===== src/rtl/cpu_ctrl_pkg.sv =====
// Shared types and encodings for the multicycle LEGv8 controller: FSM states,
// ALU operation codes, instruction classes and the per-instruction control word.
package cpu_ctrl_pkg;

    typedef enum logic [2:0] {
        S_IDLE   = 3'd0,
        S_FETCH  = 3'd1,
        S_DECODE = 3'd2,
        S_EXEC   = 3'd3,
        S_MEM    = 3'd4,
        S_WB     = 3'd5,
        S_ERROR  = 3'd6
    } state_t;

    typedef enum logic [2:0] {
        ALU_ADD    = 3'd0,
        ALU_SUB    = 3'd1,
        ALU_AND    = 3'd2,
        ALU_EOR    = 3'd3,
        ALU_LSR    = 3'd4,
        ALU_PASS_B = 3'd5
    } alu_op_t;

    typedef enum logic [3:0] {
        CLS_ILLEGAL,
        CLS_ADDI,
        CLS_ADDS,
        CLS_SUBS,
        CLS_AND,
        CLS_EOR,
        CLS_LSR,
        CLS_LDUR,
        CLS_STUR,
        CLS_B,
        CLS_CBZ,
        CLS_BLT
    } instr_class_t;

    localparam logic [9:0]  OP_ADDI  = 10'b1001000100;
    localparam logic [10:0] OP_ADDS  = 11'b10101011000;
    localparam logic [10:0] OP_SUBS  = 11'b11101011000;
    localparam logic [10:0] OP_AND   = 11'b10001010000;
    localparam logic [10:0] OP_EOR   = 11'b11001010000;
    localparam logic [10:0] OP_LSR   = 11'b11010011010;
    localparam logic [10:0] OP_LDUR  = 11'b11111000010;
    localparam logic [10:0] OP_STUR  = 11'b11111000000;
    localparam logic [5:0]  OP_B     = 6'b000101;
    localparam logic [7:0]  OP_CBZ   = 8'b10110100;
    localparam logic [7:0]  OP_BCOND = 8'b01010100;
    localparam logic [4:0]  COND_LT  = 5'b01011;

    localparam logic [1:0] PC_SRC_SEQ   = 2'b00;
    localparam logic [1:0] PC_SRC_IMM26 = 2'b01;
    localparam logic [1:0] PC_SRC_IMM19 = 2'b10;

    typedef struct packed {
        logic    legal;
        alu_op_t alu_op;
        logic    alu_src_imm;
        logic    is_d_type;
        logic    reg2_sel_rt;
        logic    mem_to_reg;
        logic    set_flags;
        logic    is_mem;
        logic    is_store;
        logic    is_branch;
    } ctrl_word_t;

    // Longest opcodes are tested first so the shorter prefixes cannot shadow them.
    function automatic instr_class_t classify(input logic [10:0] op, input logic [4:0] cond);
        instr_class_t c;
        c = CLS_ILLEGAL;
        if (op == OP_ADDS)                              c = CLS_ADDS;
        else if (op == OP_SUBS)                         c = CLS_SUBS;
        else if (op == OP_AND)                          c = CLS_AND;
        else if (op == OP_EOR)                          c = CLS_EOR;
        else if (op == OP_LSR)                          c = CLS_LSR;
        else if (op == OP_LDUR)                         c = CLS_LDUR;
        else if (op == OP_STUR)                         c = CLS_STUR;
        else if (op[10:1] == OP_ADDI)                   c = CLS_ADDI;
        else if (op[10:3] == OP_CBZ)                    c = CLS_CBZ;
        else if (op[10:3] == OP_BCOND && cond == COND_LT) c = CLS_BLT;
        else if (op[10:5] == OP_B)                      c = CLS_B;
        return c;
    endfunction

endpackage


===== src/rtl/ctrl_decode.sv =====
// Combinational instruction decode: IR opcode field -> instruction class and
// the control word used by the DECODE legality check and EXEC/MEM/WB outputs.
module ctrl_decode
    import cpu_ctrl_pkg::*;
(
    input  logic [10:0]  opcode,
    input  logic [4:0]   cond,
    output instr_class_t cls,
    output ctrl_word_t   ctrl
);

    always_comb begin
        cls = classify(opcode, cond);
        ctrl = '0;
        ctrl.alu_op = ALU_ADD;
        ctrl.legal = (cls != CLS_ILLEGAL);
        case (cls)
            CLS_ADDI: ctrl.alu_src_imm = 1'b1;
            CLS_ADDS: ctrl.set_flags = 1'b1;
            CLS_SUBS: begin
                ctrl.alu_op = ALU_SUB;
                ctrl.set_flags = 1'b1;
            end
            CLS_AND:  ctrl.alu_op = ALU_AND;
            CLS_EOR:  ctrl.alu_op = ALU_EOR;
            CLS_LSR:  ctrl.alu_op = ALU_LSR;
            CLS_LDUR: begin
                ctrl.alu_src_imm = 1'b1;
                ctrl.is_d_type = 1'b1;
                ctrl.mem_to_reg = 1'b1;
                ctrl.is_mem = 1'b1;
            end
            CLS_STUR: begin
                ctrl.alu_src_imm = 1'b1;
                ctrl.is_d_type = 1'b1;
                ctrl.reg2_sel_rt = 1'b1;
                ctrl.is_mem = 1'b1;
                ctrl.is_store = 1'b1;
            end
            CLS_B:    ctrl.is_branch = 1'b1;
            CLS_CBZ: begin
                ctrl.alu_op = ALU_PASS_B;
                ctrl.reg2_sel_rt = 1'b1;
                ctrl.is_branch = 1'b1;
            end
            CLS_BLT:  ctrl.is_branch = 1'b1;
            default:  ctrl.legal = 1'b0;
        endcase
    end

endmodule


===== src/rtl/multicycle_ctrl.sv =====
// Multicycle LEGv8 control FSM: holds the IR, sequences fetch/decode/execute/
// memory/writeback and guards both memory handshakes with a timeout watchdog.
//
// state    | meaning
// ---------+-------------------------------------------------
// S_IDLE   | after reset, all outputs low, go fetch next cycle
// S_FETCH  | imem_req high until ack; IR loaded on ack
// S_DECODE | legality check of IR
// S_EXEC   | ALU selects; branches resolve and retire here
// S_MEM    | dmem_req high until ack; STUR retires here
// S_WB     | register write, flags, PC+4
// S_ERROR  | err high, everything else low until reset
module multicycle_ctrl
    import cpu_ctrl_pkg::*;
#(
    parameter int MEM_TIMEOUT = 15
) (
    input  logic        clk,
    input  logic        reset,
    input  logic        imem_ack,
    input  logic [31:0] imem_rdata,
    input  logic        dmem_ack,
    input  logic        alu_zero,
    input  logic        flag_n,
    input  logic        flag_v,
    output logic        imem_req,
    output logic        dmem_req,
    output logic        dmem_we,
    output logic [31:0] instr,
    output logic        is_d_type,
    output logic        alu_src_imm,
    output logic [2:0]  alu_op,
    output logic        reg2_sel_rt,
    output logic        reg_write,
    output logic        mem_to_reg,
    output logic        set_flags,
    output logic        pc_write,
    output logic [1:0]  pc_src,
    output logic        err
);

    localparam int CW = $clog2(MEM_TIMEOUT + 1);
    localparam logic [CW-1:0] WD_LIMIT = CW'(MEM_TIMEOUT);

    state_t       state, state_next;
    logic [31:0]  ir;
    logic [CW-1:0] wd_cnt, wd_inc;
    logic         mem_req, mem_ack, wd_expire;
    instr_class_t cls;
    ctrl_word_t   ctrl;

    ctrl_decode u_decode (
        .opcode (ir[31:21]),
        .cond   (ir[4:0]),
        .cls    (cls),
        .ctrl   (ctrl)
    );

    assign mem_req = (state == S_FETCH) || (state == S_MEM);
    assign mem_ack = ((state == S_FETCH) && imem_ack) || ((state == S_MEM) && dmem_ack);
    assign wd_inc = wd_cnt + 1'b1;
    // Expire on the cycle whose miss would take the count to the limit; an ack that cycle wins.
    assign wd_expire = mem_req && !mem_ack && (wd_inc == WD_LIMIT);
    assign instr = (state == S_ERROR) ? '0 : ir;

    always_ff @(posedge clk or posedge reset) begin
        if (reset) begin
            state  <= S_IDLE;
            ir     <= '0;
            wd_cnt <= '0;
        end else begin
            state <= state_next;
            if (state == S_FETCH && imem_ack)
                ir <= imem_rdata;
            if (state_next != state)
                wd_cnt <= '0;
            else if (mem_req && !mem_ack && wd_cnt != WD_LIMIT)
                wd_cnt <= wd_inc;
        end
    end

    always_comb begin
        state_next  = state;
        imem_req    = 1'b0;
        dmem_req    = 1'b0;
        dmem_we     = 1'b0;
        is_d_type   = 1'b0;
        alu_src_imm = 1'b0;
        alu_op      = ALU_ADD;
        reg2_sel_rt = 1'b0;
        reg_write   = 1'b0;
        mem_to_reg  = 1'b0;
        set_flags   = 1'b0;
        pc_write    = 1'b0;
        pc_src      = PC_SRC_SEQ;
        err         = 1'b0;
        case (state)
            S_IDLE: state_next = S_FETCH;
            S_FETCH: begin
                imem_req = 1'b1;
                if (imem_ack)       state_next = S_DECODE;
                else if (wd_expire) state_next = S_ERROR;
            end
            S_DECODE: state_next = ctrl.legal ? S_EXEC : S_ERROR;
            S_EXEC: begin
                alu_op      = ctrl.alu_op;
                alu_src_imm = ctrl.alu_src_imm;
                is_d_type   = ctrl.is_d_type;
                reg2_sel_rt = ctrl.reg2_sel_rt;
                if (ctrl.is_branch) begin
                    pc_write   = 1'b1;
                    state_next = S_FETCH;
                    case (cls)
                        CLS_B:   pc_src = PC_SRC_IMM26;
                        CLS_CBZ: pc_src = alu_zero ? PC_SRC_IMM19 : PC_SRC_SEQ;
                        CLS_BLT: pc_src = (flag_n != flag_v) ? PC_SRC_IMM19 : PC_SRC_SEQ;
                        default: pc_src = PC_SRC_SEQ;
                    endcase
                end else if (ctrl.is_mem) begin
                    state_next = S_MEM;
                end else begin
                    state_next = S_WB;
                end
            end
            S_MEM: begin
                dmem_req    = 1'b1;
                dmem_we     = ctrl.is_store;
                alu_op      = ctrl.alu_op;
                alu_src_imm = ctrl.alu_src_imm;
                is_d_type   = ctrl.is_d_type;
                reg2_sel_rt = ctrl.reg2_sel_rt;
                if (dmem_ack) begin
                    if (ctrl.is_store) begin
                        pc_write   = 1'b1;
                        state_next = S_FETCH;
                    end else begin
                        state_next = S_WB;
                    end
                end else if (wd_expire) begin
                    state_next = S_ERROR;
                end
            end
            S_WB: begin
                alu_op      = ctrl.alu_op;
                alu_src_imm = ctrl.alu_src_imm;
                is_d_type   = ctrl.is_d_type;
                reg_write   = 1'b1;
                pc_write    = 1'b1;
                mem_to_reg  = ctrl.mem_to_reg;
                set_flags   = ctrl.set_flags;
                state_next  = S_FETCH;
            end
            S_ERROR: err = 1'b1;
            default: state_next = S_ERROR;
        endcase
    end

endmodule

===== config.mk =====
export PLATFORM = sky130hd
export DESIGN_NAME = multicycle_ctrl
export DESIGN_NICKNAME = d
export VERILOG_FILES = /design/src/rtl/cpu_ctrl_pkg.sv /design/src/rtl/ctrl_decode.sv /design/src/rtl/multicycle_ctrl.sv
export SDC_FILE = /design/constraint.sdc
export NUM_CORES = 1
export LEC_CHECK = 0
export BUFFER_PORTS_ARGS = -buffer_cell sky130_fd_sc_hd__buf_2
export CELL_PAD_IN_SITES_DETAIL_PLACEMENT = 1
export CELL_PAD_IN_SITES_GLOBAL_PLACEMENT = 2
export CORE_UTILIZATION = 27
export CTS_CLUSTER_DIAMETER = 100
export DETAILED_ROUTE_END_ITERATION = 6
export PLACE_DENSITY_LB_ADDON = 0.1
export SYNTH_ARGS = -nofsm -noshare
export SYNTH_HDL_FRONTEND = slang
export SYNTH_HIERARCHICAL = 1
export SYNTH_SLANG_ARGS = --single-unit

===== constraint.sdc =====
create_clock -name clk -period 2.2 [get_ports clk]
set_input_delay 0.11 -clock clk [delete_from_list [all_inputs] [get_ports clk]]
set_output_delay 0.11 -clock clk [all_outputs]
set_load 0.01 [all_outputs]

==> results of run 1 <==
==> where the power goes <==
part / total (uW) / internal, uW / switching, uW
sequential: 1410 / 1070 / 346
combinational: 3020 / 1660 / 1350
clock: 602 / 338 / 264
==> cells by family (layout without fill, tap and decap cells) <==
group | Yosys count | count (layout) | share of synthesized area (%)
adders and majority gates | 2 | 2 | 0.975
xor gates and xnor gates | 4 | 4 | 1.37
AOI/OAI and AO/OA | 29 | 29 | 10.8
and+or+nand+nor | 120 | 120 | 30.1
muxes | 34 | 34 | 14.9
DFF | 39 | 39 | 38.0
buffers and inverters | 22 | 162 | 3.90
==> per-layer routing <==
metal | share of wire, % | GRT usage (%) | wire length, um | up-vias
li1 | - | - | - | 1149
met1 | 45 | 19.5 | 3290 | 1138
met2 | 48 | 26.4 | 3540 | 59
met3 | 5.6 | 4.01 | 408 | 7
met4 | 1.4 | 4.52 | 103 | 0
met5 | 0 | 0 | 0 | -
==> sequential cells by signal (all words and copies together) (netlist names) <==
register  cells
ir           32
state         3
wd_cnt        4
==> path summary, 6_finish.rpt <==
kind                                from   endpoint  cells after the start
hold reg to reg                   ir[16]     ir[16]                      1
max in group asynchronous          reset     ir[30]                      4
hold / removal             imem_rdata[8]      ir[8]                      2
setup reg to reg                  ir[24]  wd_cnt[2]                     12
setup / recovery                  ir[31]  pc_src[1]                      7
min in group asynchronous          reset      ir[9]                      4
==> final cells by class <==
| type | count | area [um2] |
|---|---|---|
| clock buffers | 5 | 68.8 |
| fillers | 1073 | 5370 |
| flip-flops and latches | 39 | 982 |
| multi-input cells | 189 | 1680 |
| clock inverters | 3 | 43.8 |
| inverters | 10 | 37.5 |
| well taps | 129 | 161 |
| repair buffers | 144 | 896 |
==> cell usage in the layout, fill, tap and decap left out, types with 3 or more instances in the layout <==
cell | netlist | layout
buf_2 | 5 | 86
o21ai_0 | 5 | 3
nor3b_1 | 3 | 3
buf_6 | 1 | 4
inv_1 | 10 | 9
xnor2_1 | 4 | 4
clkbuf_8 | 0 | 5
nor2_1 | 11 | 8
dfrtp_2 | 0 | 5
nand2b_1 | 4 | 4
nor2b_1 | 4 | 3
buf_4 | 1 | 52
mux2_2 | 33 | 32
nor2_2 | 2 | 3
and2_1 | 40 | 40
dfrtp_1 | 39 | 34
nand2_1 | 15 | 13
nand4_1 | 4 | 4
nand3_1 | 6 | 4
a2111oi_4 | 1 | 3
==> what timing repair did <==
item                       CTS  global route
hold endpoints to repair    39             0
hold buffers                 1             0
setup endpoints to repair   10            10
buffers inserted             9             6
pin swaps                   13            10
resized for setup           35            10
==> stage by stage <==
stage,area (um2),hold slack (ns)
4_1_cts,3780,0.0309
3_5_place_dp,3440,0.276
3_3_place_gp,3440,0.266
6_report,3870,0.0461
2_1_floorplan,2580,0.262
5_1_grt,3870,0.0347
==> worst max-delay path, cell delays in order, from the launching register on <==
cell	delay [ns]
dfrtp_2	0.46
and4bb_4	0.33
a21boi_2	0.07
o21ai_4	0.15
nand3_2	0.09
or4b_4	0.57
a2111oi_4	0.19
buf_2	0.18
==> flow_summary.ini, run 1 <==
[pwr]
p_leak_uw = 0.00179
power_density_nw_per_um2 = 1300
peakVddDrop_uv = 538
p_total_uw = 5030

[sta]
fin_crit_ns = 2.44
rsz0062_at_grt = true
setup_ws_ns = -0.243
finalCritPeriodShare_pct = 111
drv_slew = 0
clock.fmax_ghz = 0.409
finalSetupViolations = 8
setup_tns_ns = -1.23
hold_viol = 0
fin_skew_ns = 0.00670
worst_pin_slew_ns = 0.525
relSlewSlack_pct = 65.0

[clock_network]
cts_tree = yes
clock_sinks = 39
cts_buffer_depth = 2
clk_pin_slew_ns = 0.08
root_buffer = clkbuf_8
cts.htree.levels = 2
cts_buffers = 5
worstSkewPairLatency_ns = 0.29

[final_layout]
drive_above_1_share_pct = 60.0
stdcell_count = 519
nNetsFinal = 430
syn2layout_area_growth_pct = 50.7
n_antenna_cell = 0
finish.utilization_pct = 41.9

[drt]
drt_iter0_markers = 31
drc_errors = 0
antenna_left = 0
first_pass_iters = 4
post_drt_wl_per_cell_um = 14.1
vias = 2353
wl_um = 7340
via_per_inst = 4.53

[placement]
dp_cells = 496
dp_slack_ns = -0.220
port-buffer-count = 86
dpl.hpwl_um = 5450
place_congestion = 0.769

[yosys]
yosys.area.top_type_share_pct = 38.0
yosysSeqAreaShare_pct = 38.0
ys_types = 61
avgSynthCellArea_um2 = 10.3
postSynthNetCount = 291
ys.flop_type = dfrtp_1
synth_area_leader_cell = dfrtp_1
yosys_warnings = 6
synth-seq-cells = 39
async_flop_share_pct = 100
synth.most_common_cell = and2_1
synth_edf_count = 0
synth_area_um2 = 2570
synth_area_leaders = dfrtp_1, mux2_2, and2_1
synthCells = 250
synth_commonest_cells = and2_1, dfrtp_1, mux2_2

[flow_run]
cap_violations = 0

[die]
die_area_um2 = 9900
initial_utilization_pct = 27.8
core_um2 = 9240
core.rowCount = 35
pin_count = 87
die_h_um = 99.5
die_w_um = 99.5

[global_routing]
grt_use_total_pct = 15.6
grt_max_degree = 40
antenna_found_initial = 0
grt_pass1_vias = 2523
grt_pass1_wl_um = 12300
grt_overflow = 0

[setup_path]
cp_max_fo = 6
arrival_ns = 2.33
startpoint_type = flip-flop
regToRegSetupSlack_ns = -0.17
end_kind = primary output
critPathKind = reg -> out
worst-endpoint-required_ns = 2.09

[run_status]
outcome = finished, violations left
violations = setup timing

[worst_hold_path]
worstHoldPathType = in -> reg
Note: power is estimated with default switching activity, not from simulation.
==> run 2: changes to the inputs <==
--- a/config.mk
+++ b/config.mk
@@ -5,10 +5,11 @@
 export SDC_FILE = /design/constraint.sdc
 export NUM_CORES = 1
 export LEC_CHECK = 0
+export ABC_AREA = 1
 export BUFFER_PORTS_ARGS = -buffer_cell sky130_fd_sc_hd__buf_2
 export CELL_PAD_IN_SITES_DETAIL_PLACEMENT = 1
 export CELL_PAD_IN_SITES_GLOBAL_PLACEMENT = 2
-export CORE_UTILIZATION = 27
+export CORE_UTILIZATION = 24
 export CTS_CLUSTER_DIAMETER = 100
 export DETAILED_ROUTE_END_ITERATION = 6
 export PLACE_DENSITY_LB_ADDON = 0.1
==> run 2 against run 1 <==
  * The flow still finishes with violations (setup timing)
  * Sequential power fell by 49%
  * Critical path depth rose by 5
  * Non-clock buffer count fell by 38
  * Worst setup slack improved by 0.22 ns
  * Clock-buffer cell count rose by 1
  * Clock skew barely moved
  * Power fell by 72%
  * Hold slack improved by 0.010 ns
  * Critical path type unchanged
  * Highest routed layer unchanged
==> flow_summary.ini, run 2 <==
[worst_hold_path]
worstHoldPathType = in -> reg

[setup_path]
worst-endpoint-required_ns = 2.09
critPathKind = reg -> out
cp_max_fo = 4
end_kind = primary output
regToRegSetupSlack_ns = -0.01
arrival_ns = 2.12
startpoint_type = flip-flop

[placement]
port-buffer-count = 86
placed_area_um2 = 3260
dp_slack_ns = 0.0596
dpl.hpwl_um = 6280
place_congestion = 0.754

[sta]
fin_crit_ns = 2.23
setup_ws_ns = -0.0276
finalSetupViolations = 3
finalCritPeriodShare_pct = 101
hold_viol = 0
drv_slew = 0
worst_pin_slew_ns = 0.796
rsz0062_at_grt = true
clock.fmax_ghz = 0.449
fin_skew_ns = 0.00653
relSlewSlack_pct = 46.6

[yosys]
yosys.area.top_type_share_pct = 36.7
synth_area_leaders = dfrtp_1, nor2_1, inv_1
synth-seq-cells = 39
async_flop_share_pct = 100
ys.flop_type = dfrtp_1
synth_commonest_cells = nor2_1, inv_1, nand2_1
synth_area_leader_cell = dfrtp_1
synth_area_um2 = 2660
avgSynthCellArea_um2 = 6.81
yosysSeqAreaShare_pct = 36.7
synth_top_family_by_area = simple AND/OR/NAND/NOR gates
postSynthNetCount = 431
ys_types = 33
synthCells = 390
synth_edf_count = 0
yosys_warnings = 6
synthAdderAreaFrac_pct = 0.942
synth-xor-area-share_pct = 0.659
synth_compound_area_share_pct = 9.09
synthMuxAreaShare_pct = 0
synthSimpleGateAreaFrac_pct = 39.2
synth.most_common_cell = nor2_1

[final_layout]
largest_register_ffs = 32
drive_above_1_share_pct = 38.6
nNetsFinal = 532
largest_register = ir
top_regs = ir (32), wd_cnt (4), state (3)
final_common_cell = nor2_1
final_cell_mix = nor2_1, buf_2, inv_1
n_antenna_cell = 0
design_area_um2 = 3600
syn2layout_area_growth_pct = 35.5

[pwr]
peakVddDrop_uv = 242
p_leak_uw = 0.00218
p_comb_share_pct = 3.9
intPower_uw = 1110
sw_frac_of_total_pct = 21.0
power.share.clock_pct = 45.1
power_density_nw_per_um2 = 391
power_switching_uw = 296
pwr-share-seq_pct = 50.9

[clock_network]
clk_pin_slew_ns = 0.08
cts.htree.levels = 2
clock_sinks = 39
cts_tree = yes
cts_buffer_depth = 2
root_buffer = clkbuf_8
worstSkewPairLatency_ns = 0.30
cts_buffers = 5

[global_routing]
grt_pass1_vias = 2936
antenna_found_initial = 0
grt_overflow = 0
grt_pass1_wl_um = 14000
grt_max_degree = 34
grt_use_total_pct = 15.3

[drt]
antenna_left = 0
wl_um = 8120
post_drt_wl_per_cell_um = 12.8
drc_errors = 0
via_per_inst = 4.37
vias = 2764
first_pass_iters = 4
drt_iter0_markers = 77

[run_status]
outcome = finished, violations left
violations = setup timing

[die]
core.rowCount = 38
die_w_um = 107
die_h_um = 107
die_area_um2 = 11500
core_um2 = 10800
initial_utilization_pct = 24.6
pin_count = 87

[flow_run]
cap_violations = 0
-- run 2: routing by layer --
| metal | up-vias | global-route usage (%) | share of wire, % |
|---|---|---|---|
| met2 | 51 | 27.1 | 49 |
| met3 | 6 | 3.04 | 4.6 |
| met1 | 1319 | 18.7 | 45 |
| met4 | 0 | 4.40 | 1.2 |
| li1 | 1388 | - | - |
| met5 | - | 0 | 0 |
-- run 2: kinds of logic after synthesis --
logic type      after synthesis
flops                        39
compound gates               45
xor+xnor                      2
buf+inv                      90
simple gates                212
fa+ha+maj                     2
-- run 2: stage by stage --
stage / setup TNS, ns / power [uW] / hold slack [ns] / util, % / cells
after floorplan: 0 / 743 / 0.269 / - / 390
after global placement: 0 / 785 / 0.210 / 30.2 / 611
after detailed placement: 0 / 786 / 0.208 / 30.2 / 611
after CTS: -0.112 / 1440 / 0.0467 / 32.4 / 631
after global routing: -0.846 / 1470 / 0.0621 / 33.3 / 632
final: -0.0401 / 1410 / 0.0561 / 33.3 / 632
-- run 2: worst max-delay path: stages, from the launching register on --
cell and delay [ns]:
dfrtp_1 0.41, inv_2 0.13, nand2_4 0.08, nor2_4 0.21, nand3_2 0.11, nor2_1 0.11
nor2_1 0.06, nand3_2 0.08, o21ai_2 0.06, a22oi_2 0.20, nand3_2 0.12, o21ai_2 0.12
buf_2 0.14
-- run 2: area by class of cell --
class / instances / area (um2)
clock buffers: 6 / 82.6
clock inverters: 2 / 35.0
fillers: 1380 / 7190
inverters: 78 / 295
multi-input cells: 261 / 1430
flip-flops and latches: 39 / 985
well taps: 140 / 175
repair buffers: 106 / 598
-- run 2: what timing repair did --
item	in CTS	in global routing
hold buffers	1	0
gates resized for setup	8	34
pin swaps	10	18
endpoints found under the setup margin	2	7
setup buffers	11	2
cloned	0	0
hold endpoints to repair	21	0
-- run 2: path summary, 6_finish.rpt --
kind | endpoint | start | depth (start not counted)
min in group asynchronous | ir[12] | reset | 3
worst max-delay path | pc_write | ir[26] | 12
worst min register to register | ir[19] | ir[19] | 2
worst min-delay path | ir[6] | imem_rdata[6] | 3
worst max register to register | wd_cnt[2] | ir[26] | 16
max in group asynchronous | wd_cnt[2] | reset | 4
-- run 2: power by group through the flow --
stage	clock network [uW]	logic (uW)	registers, uW
global placement	0	54.9	730
finish	635	55.3	716
CTS	663	57.0	716
floorplan	0	12.9	730
global route	692	63.2	716
detailed placement	0	55.3	730
